$ cat src/rtl/load_store_unit.sv
// load_store_unit
//   Memory-stage load/store unit in front of Data_Memory. Takes one request
//   at a time, range/legality checks it, then drives the memory port.
//   Loads return sign/zero-extended data. Sub-doubleword stores do a
//   read-modify-write because the memory always writes 8 bytes at mem_addr.
//
// Ports
//   clk, reset             clock (rising edge), async active-high reset
//   req_valid/req_ready    request handshake (ready only in IDLE)
//   req_write              1 = store, 0 = load
//   req_funct3             RISC-V width/sign encoding
//   req_addr, req_wdata    byte address, right-justified store data
//   rsp_valid              one-cycle response pulse
//   rsp_rdata, rsp_error   load result / error flag, qualified by rsp_valid
//   mem_write, mem_read    memory strobes (MemWrite/MemRead)
//   mem_size               memory SIZE
//   mem_addr, mem_wdata    memory address / write data
//   mem_rdata              memory read data (combinational in addr/size)
module load_store_unit #(
  parameter int unsigned MEM_BYTES = 64
) (
  input  logic        clk,
  input  logic        reset,
  input  logic        req_valid,
  output logic        req_ready,
  input  logic        req_write,
  input  logic [2:0]  req_funct3,
  input  logic [63:0] req_addr,
  input  logic [63:0] req_wdata,
  output logic        rsp_valid,
  output logic [63:0] rsp_rdata,
  output logic        rsp_error,
  output logic        mem_write,
  output logic        mem_read,
  output logic [1:0]  mem_size,
  output logic [63:0] mem_addr,
  output logic [63:0] mem_wdata,
  input  logic [63:0] mem_rdata
);

  typedef enum logic [1:0] {IDLE, READ, WRITE, RESP} state_t;

  state_t      state_q;
  logic        wr_q;
  logic [2:0]  f3_q;
  logic [63:0] addr_q;
  // Holds store data (sd), merged doubleword (sb/sh/sw) or load result.
  logic [63:0] data_q;
  logic        err_q;

  logic [64:0] range_end;
  logic        out_of_range;
  logic        illegal;
  logic [63:0] load_ext;
  logic [63:0] merged;

  // 65-bit sum so an address near 2^64 cannot wrap into range.
  always_comb begin
    range_end    = {1'b0, req_addr} +
                   (req_write ? 65'd8 : (65'd1 << req_funct3[1:0]));
    out_of_range = range_end > 65'(MEM_BYTES);
    illegal      = req_write ? req_funct3[2] : (req_funct3 == 3'b111);
  end

  always_comb begin
    load_ext = '0;
    case (f3_q)
      3'b000:  load_ext = {{56{mem_rdata[7]}},  mem_rdata[7:0]};
      3'b001:  load_ext = {{48{mem_rdata[15]}}, mem_rdata[15:0]};
      3'b010:  load_ext = {{32{mem_rdata[31]}}, mem_rdata[31:0]};
      3'b011:  load_ext = mem_rdata;
      3'b100:  load_ext = {56'd0, mem_rdata[7:0]};
      3'b101:  load_ext = {48'd0, mem_rdata[15:0]};
      3'b110:  load_ext = {32'd0, mem_rdata[31:0]};
      default: load_ext = '0;
    endcase
  end

  // During a store's READ, data_q still holds the right-justified wdata.
  always_comb begin
    merged = mem_rdata;
    case (f3_q[1:0])
      2'b00:   merged = {mem_rdata[63:8],  data_q[7:0]};
      2'b01:   merged = {mem_rdata[63:16], data_q[15:0]};
      2'b10:   merged = {mem_rdata[63:32], data_q[31:0]};
      default: merged = data_q;
    endcase
  end

  always_ff @(posedge clk or posedge reset) begin
    if (reset) begin
      state_q <= IDLE;
      wr_q    <= 1'b0;
      f3_q    <= '0;
      addr_q  <= '0;
      data_q  <= '0;
      err_q   <= 1'b0;
    end else begin
      case (state_q)
        IDLE: begin
          if (req_valid) begin
            wr_q   <= req_write;
            f3_q   <= req_funct3;
            addr_q <= req_addr;
            if (illegal || out_of_range) begin
              err_q   <= 1'b1;
              data_q  <= '0;
              state_q <= RESP;
            end else begin
              err_q   <= 1'b0;
              data_q  <= req_wdata;
              state_q <= (req_write && req_funct3[1:0] == 2'b11) ? WRITE : READ;
            end
          end
        end
        READ: begin
          if (wr_q) begin
            data_q  <= merged;
            state_q <= WRITE;
          end else begin
            data_q  <= load_ext;
            state_q <= RESP;
          end
        end
        WRITE: begin
          data_q  <= '0;
          state_q <= RESP;
        end
        default: begin
          err_q   <= 1'b0;
          data_q  <= '0;
          state_q <= IDLE;
        end
      endcase
    end
  end

  // All outputs decode from registered state only; reset forcing IDLE
  // drops mem_write immediately so no write can commit.
  always_comb begin
    req_ready = (state_q == IDLE);
    rsp_valid = (state_q == RESP);
    rsp_error = (state_q == RESP) && err_q;
    rsp_rdata = (state_q == RESP) ? data_q : '0;
    mem_read  = (state_q == READ);
    mem_write = (state_q == WRITE);
    mem_size  = '0;
    mem_addr  = '0;
    mem_wdata = '0;
    if (state_q == READ) begin
      mem_size = wr_q ? 2'b11 : f3_q[1:0];
      mem_addr = addr_q;
    end else if (state_q == WRITE) begin
      mem_size  = 2'b11;
      mem_addr  = addr_q;
      mem_wdata = data_q;
    end
  end

endmodule

$ cat config.mk
export PLATFORM = sky130hd
export DESIGN_NAME = load_store_unit
export DESIGN_NICKNAME = d
export VERILOG_FILES = /design/src/rtl/load_store_unit.sv
export SDC_FILE = /design/constraint.sdc
export NUM_CORES = 1
export LEC_CHECK = 0
export BUFFER_PORTS_ARGS = -buffer_cell sky130_fd_sc_hd__clkbuf_2
export CAP_MARGIN = 20
export CELL_PAD_IN_SITES_DETAIL_PLACEMENT = 0
export CELL_PAD_IN_SITES_GLOBAL_PLACEMENT = 2
export CORE_ASPECT_RATIO = 1.25
export CORE_UTILIZATION = 30
export DETAILED_ROUTE_END_ITERATION = 6
export GPL_ROUTABILITY_DRIVEN = 1
export GPL_TIMING_DRIVEN = 0
export PLACE_DENSITY_LB_ADDON = 0.15
export SKIP_LAST_GASP = 1
export SLEW_MARGIN = 20
export SYNTH_ARGS = -nofsm -noshare
export SYNTH_HDL_FRONTEND = slang
export SYNTH_SLANG_ARGS = --single-unit
$ cat constraint.sdc
create_clock -name clk -period 7.3 [get_ports clk]
set_clock_uncertainty 0.2 [all_clocks]
set_input_delay 0 -clock clk [delete_from_list [all_inputs] [get_ports clk]]
set_output_delay 0 -clock clk [all_outputs]
set_load 0.01 [all_outputs]
==> impl_results.md, run 1 <==
- Rows: 72
- Critical Path, Cell by Cell: dlygate4sd3_1 -> clkbuf_2 -> nor3b_1 -> ha_1 -> a21oi_1 -> o22ai_1 -> clkbuf_1 -> nand3_1 -> xnor2_1 -> nor4_1 -> nand4_1 -> nor4_2 -> nand3_1 -> buf_4 -> buf_6 -> o22ai_2 -> dlygate4sd3_1
- Internal power: a little under 3 mW
- Starting density of the core: 0.308
- Pwr Density: 347 nW/um2
- CP max FO: 10
- CP Launch Point: req_funct3[1]
- Period utilisation layout: 0.723
- Post-cts gate resize count: 0
- GR Overflow Total: 0
- RSZ-0062 raised after global routing: no
- Area delta synth->final: 53.2%
- Largest cells by area after synthesis: dfrtp_1, and2_1, mux2_2
- Final Critical Period: roughly 5.3 ns
- Largest net degree at the start of global routing: 89
- Top-count cell post-synth: dfrtp_1
- VDD IR max: about 0.17 mV
- RD Place Congestion: roughly 0.84
- #FFs+latches synth: between 100 and 150
- Ports: roughly 400
- Overall die width: between 150 and 200 um
- Synth Net Count: 1279
- Fill count: 3213
- Slew Viols, Final: 0
- Max incr delay on CP: approximately 0.70 ns
- CTS Buf Count: 17
- Core ar.: slightly above 30000 um2
- Post-Route WL: between 40 and 50 mm
- H-tree depth: 4
- Drt wl/cell: between 20 and 25 um
- Initial DRC Count: approximately 490
- CTS tree: built
- Finished Core Util: 0.472
- Net Switching: 2.12 mW
- Ys async rst share: 1.00
- Antenna Cells: 0
- Residual DRC count: 0
- WHS: between 0.1 and 0.15 ns
- Post-Synthesis Cells: 1070
- Slew margin rel.: 0.336
- TNS Setup: 0 ns
- Reg-to-Reg Start: state_q[1]
- Post-Syn Area: between 9000 and 10000 um2
- Clock buffer depth: 2
- Clock network power share: 0.180
- Drt pass-1 iters: 5
- Synth Warn #: 0
- Peak Freq: around 190 MHz
- Sequential share of power: 0.251
- Synth cell types: slightly below 60
- Final Hold Fails: 0
- Worst-path clk slew: about 0.06 ns
- Via count: ~11000
- Hpwl dp: around 32 mm
- Main flop type after synthesis: dfrtp_1
- Worst hold start: mem_rdata[4]
- Antenna Nets Post-Route: 0
- Number of flops mapped to enable cells by yosys: 0
- Clock Tree Root: clkbuf_16
- Outcome: complete, no violations
- Critical path arrival: between 5 and 6 ns
- Synth Area per Inst: about 9 um2
- Worst setup SP type: primary input
- Yosys top cell area share: 0.352
- First-pass GRT wire length: approximately 64 mm
- Sw frac: 0.417
- Sink Count: roughly 140
- IO Port Bufs: just under 400
- Fraction of layout cells with a size suffix above 1: 0.333
- Vias in the first global route: ~11000
- Hold Path Cell Cnt: 4
- Nets: ~1900
- Total die area: between 30000 and 40000 um2
- Lkg Pwr: 6.75 nW
- Crit end category: flop
- Critical path required time: about 7.5 ns
- Final Setup Violations: 0
- Reg2reg path depth: 11
- Combinational power share: 0.569
- Cts-stage hold buffer count: slightly below 200
- Area leader, netlist: dfrtp_1
- Die height: 202 um
- Initial antenna violation count: 0
- Gr usage total: 0.258
- Most frequent cells after synthesis: dfrtp_1, and2_1, nor2_1
- Seq/Total Area, Yosys: 0.352
- Crit path max-delay cell type: o22ai_1
- Vias/cell: between 5 and 6
- Worst-Skew Late Latency: around 0.44 ns
- Critical path class: in -> reg
- Max cap viols: 0
- Worst-margin pin slew: roughly 1 ns
- Post-CTS Setup Bufs: 0
- Tightest Hold Check Type: in -> reg
cell type report:
| type | count | area (um2) | share of cell area |
|---|---|---|---|
| Buffer | 76 | 340 | 0.0231 |
| Clock buffer | 22 | 474 | 0.0322 |
| Clock inverter | 8 | 123 | 0.00834 |
| Inverter | 13 | 56.3 | 0.00383 |
| Multi-Input combinational cell | 846 | 5840 | 0.397 |
| Sequential cell | 135 | 3380 | 0.230 |
| Tap cell | 407 | 509 | 0.0346 |
| Timing Repair Buffer | 593 | 3990 | 0.271 |
layer usage:
layer  track usage  part of all wire  vias to the layer above
met2         0.495              0.54                      381
met4        0.0893             0.028                        0
li1              -                 -                     5132
met3        0.0419             0.048                       67
met1         0.281              0.38                     5185
met5             0                 0                        -
worst max-delay path, delay by kind of cell:
family | cells | cell delay, ns
buffers and inverters | 6 | 2.21
and+or+nand+nor | 6 | 1.96
xor gates and xnor gates | 1 | 0.16
AOI/OAI and AO/OA | 3 | 0.86
adders and majority gates | 1 | 0.22
through the flow:
step / instance area, um2 / setup slack (ns) / total power [mW] / instances
after CTS: 14700 / 2.04 / 5.12 / 2100
after global placement: 12100 / 1.35 / 3.78 / 1870
after global routing: 14700 / 1.77 / 5.43 / 2100
final: 14700 / 2.02 / 5.10 / 2100
after floorplan: 9600 / 3.49 / 2.87 / 1070
after detailed placement: 12100 / 2.71 / 3.82 / 1871
cell families after synthesis:
family	synth area share
mux	0.0803
buf+inv	0.0405
flops	0.352
compound gates	0.214
xor+xnor	0.0246
simple gates	0.275
fa+ha+maj	0.0138
path summary, 6_finish.rpt:
path | to | slack (ns)
max | data_q[53] | 2.02
min | data_q[4] | 0.13
max reg2reg | data_q[53] | 3.17
min reg2reg | addr_q[50] | 0.28
max in group asynchronous | addr_q[49] | 5.55
min in group asynchronous | addr_q[3] | 0.52
registers in the layout, indices dropped and copies added (netlist names):
register,count
wr_q,1
addr_q,64
data_q,64
state_q,2
err_q,1
f3_q,3
layout by cell type, fill, tap and decap left out, types with 32 or more instances in the layout:
master	n
nor2_1	89
and2_1	131
o211ai_1	57
nor2b_1	66
a21oi_1	65
nand2_1	51
mux2_2	64
nand3_1	34
clkbuf_1	62
o22ai_2	50
dlygate4sd3_1	199
nand4_1	32
clkbuf_2	393
dfrtp_1	135
power by group through the flow:
stage,combinational (mW),sequential [mW],clock [mW]
2_1_floorplan,1.66,1.21,0
3_3_place_gp,2.51,1.28,0
3_5_place_dp,2.53,1.29,0
4_1_cts,2.90,1.28,0.937
5_1_grt,3.16,1.32,0.958
6_report,2.90,1.28,0.918
Power figures use the tool's default switching activity.
==> run 2: changes to the inputs <==
- ABC_AREA: not set -> 1
- CORE_UTILIZATION: 30 -> 25
- clock period: 7.3 -> 5.04 ns (I/O delays scaled with it)
==> impl_results.md, run 2 <==
- Outcome: complete, no violations
- Slew Viols, Final: 0
- RD Place Congestion: about 0.93
- VDD IR max: 0.270 mV
- Fin cells: 3082
- CP max FO: 10
- Post-Route WL: 55.1 mm
- Pre-CTS WS: 1.41 ns
- Period utilisation layout: 0.845
- IO Port Bufs: around 400
- TNS Setup: 0 ns
- Final Setup Violations: 0
- Gr usage total: 0.244
- Finished Core Util: 0.380
- Core ar.: around 43000 um2
- Starting density of the core: 0.255
- Placed cell area: between 10000 and 15000 um2
- H-tree depth: 4
- Antenna Cells: 0
- Number of flops mapped to enable cells by yosys: 0
- Critical path class: in -> reg
- Initial DRC Count: between 700 and 800
- Slew margin rel.: 0.394
- Post-Syn Area: roughly 11000 um2
- Largest cells by area after synthesis: dfrtp_1, nand2_1, nor2_1
- Commonest cells after routing, fill and taps aside: nand2_1, clkbuf_2, nor2_1
- CTS tree: built
- Reg-to-Reg End: data_q[20]
- Worst-margin pin slew: 0.909 ns
- Crit end category: flop
- Yosys top cell area share: 0.306
- Most frequent cells after synthesis: nand2_1, nor2_1, inv_1
- Final Hold Fails: 0
- Tightest Hold Check Type: in -> reg
- Final worst setup slack: between 0.7 and 0.8 ns
- Hpwl dp: between 40 and 50 mm
- Seq/Total Area, Yosys: 0.306
- Die height: 237 um
- Antenna Nets Post-Route: 0
- Residual DRC count: 0
- Overall die width: between 150 and 200 um
- Initial antenna violation count: 0
- Post-Synthesis Cells: 1887
- Critical path required time: 5.24 ns
- Hold Path Cell Cnt: 4
- Synth Area per Inst: roughly 5.9 um2
- Rows: 85
- Pwr Density: 433 nW/um2
- Largest net degree at the start of global routing: 71
- Critical path arrival: 4.46 ns
- Nets: approximately 2700
- Vias/cell: 4.56
- Max cap viols: 0
- Dpl cells: about 2900
- Worst-Skew Late Latency: between 0.4 and 0.5 ns
- R2r setup slk: between 1 and 1.5 ns
- Total die area: about 45000 um2
- Top-count cell post-synth: nand2_1
- Reg2reg path depth: 14
- Clock buffer depth: 2
- Vias in the first global route: between 10000 and 15000
- Fin area: approximately 16000 um2
- Drt wl/cell: around 18 um
- Most common cell after layout, fill and taps aside: nand2_1
- Synth Net Count: about 2100
- Area delta synth->final: 48.8%
- Worst-path clk slew: about 0.060 ns
- Final Critical Period: between 4 and 5 ns
- Biggest regs: addr_q x64, data_q x64, f3_q x3
- #FFs+latches synth: about 140
- CTS Buf Count: 17
- Main flop type after synthesis: dfrtp_1
- Worst hold start: req_addr[0]
- Synth Warn #: 0
- Drt pass-1 iters: 5
- Via count: ~14000
- Area leader, netlist: dfrtp_1
- Fraction of layout cells with a size suffix above 1: 0.205
- Post-cts gate resize count: 0
- GR Overflow Total: 0
- Lkg Pwr: between 8 and 9 nW
- First-pass GRT wire length: 82.3 mm
- RSZ-0062 raised after global routing: no
- Worst setup SP type: primary input
- Clock Tree Root: clkbuf_16
- Synth cell types: 33
- Sink Count: between 100 and 150
- Reg-to-Reg Start: state_q[1]
- WHS Endpoint: addr_q[0]
- Ys async rst share: 1.00
- Fill count: approximately 5000
- Ports: between 300 and 400
- Peak Freq: ~230 MHz
## run 2: final cells by class
cell class | instances | area [um2] | area share
timing repair buffer | 600 | 4040 | 0.245
clock inverter | 9 | 173 | 0.0105
sequential | 135 | 3380 | 0.205
clock buffer | 21 | 470 | 0.0286
inverter | 245 | 927 | 0.0564
tap | 565 | 707 | 0.0430
buffer | 84 | 365 | 0.0222
multi-input combinational | 1423 | 6390 | 0.388
## run 2: logic make-up after synthesis
family	count (synthesis)	share of synthesized area
AND/OR/NAND/NOR	1127	0.411
AO/OA/AOI/OAI	269	0.141
XOR/XNOR	17	0.0135
buffers and inverters	329	0.116
adder cells (fa/ha/maj)	10	0.0120
flip-flops	135	0.306
## run 2: worst max path at each step
stage / from / to / slack (ns) / cells past startpoint
3_5_place_dp: req_funct3[0] / data_q[60] / 1.41 / 19
2_1_floorplan: reset / addr_q[0] / 1.23 / 1
6_report: req_funct3[1] / data_q[10] / 0.78 / 23
3_3_place_gp: reset / addr_q[54] / -0.98 / 2
4_1_cts: req_funct3[0] / data_q[32] / 0.80 / 22
5_1_grt: req_funct3[1] / data_q[57] / 0.51 / 23
## run 2: repair_timing
action	in CTS	in global routing
hold buffers	202	0
hold endpoints to repair	270	0
setup buffers	0	0
## run 2: per-stage QoR
stage	total power [mW]	hold WS [ns]
floorplan	3.90	-0.0790
global placement	5.37	0.0620
detailed placement	5.40	-0.0803
CTS	7.22	0.124
global route	7.71	0.156
finish	7.11	0.149
## run 2: report_power, final
part	internal (mW)	switching, mW	total (mW)
clock network	0.908	0.537	1.45
logic	1.30	2.47	3.78
registers	1.56	0.331	1.89
total	3.77	3.34	7.11
## run 2: metal layers
layer | vias to the layer above | share of wire | track usage
met5 | - | 0 | 0
met4 | 0 | 0.027 | 0.0868
met3 | 62 | 0.041 | 0.0249
met2 | 381 | 0.54 | 0.473
met1 | 6567 | 0.39 | 0.270
li1 | 7046 | - | -
## run 2: worst max-delay path, stage by stage
cell           delay [ns]
dlygate4sd3_1        0.56
clkbuf_2             0.15
nor3_1               0.06
ha_1                 0.21
fa_1                 0.47
inv_1                0.09
nor2_1               0.04
nor2_1               0.39
nor2_1               0.23
nand2_1              0.11
nand4_1              0.14
nor2_1               0.14
nand3_1              0.08
nand2_1              0.14
nand2_1              0.06
nor2_1               0.25
nand3_2              0.13
buf_6                0.18
buf_6                0.17
o21ai_2              0.13
dlygate4sd3_1        0.58
nand2_1              0.06
nand2_1              0.06
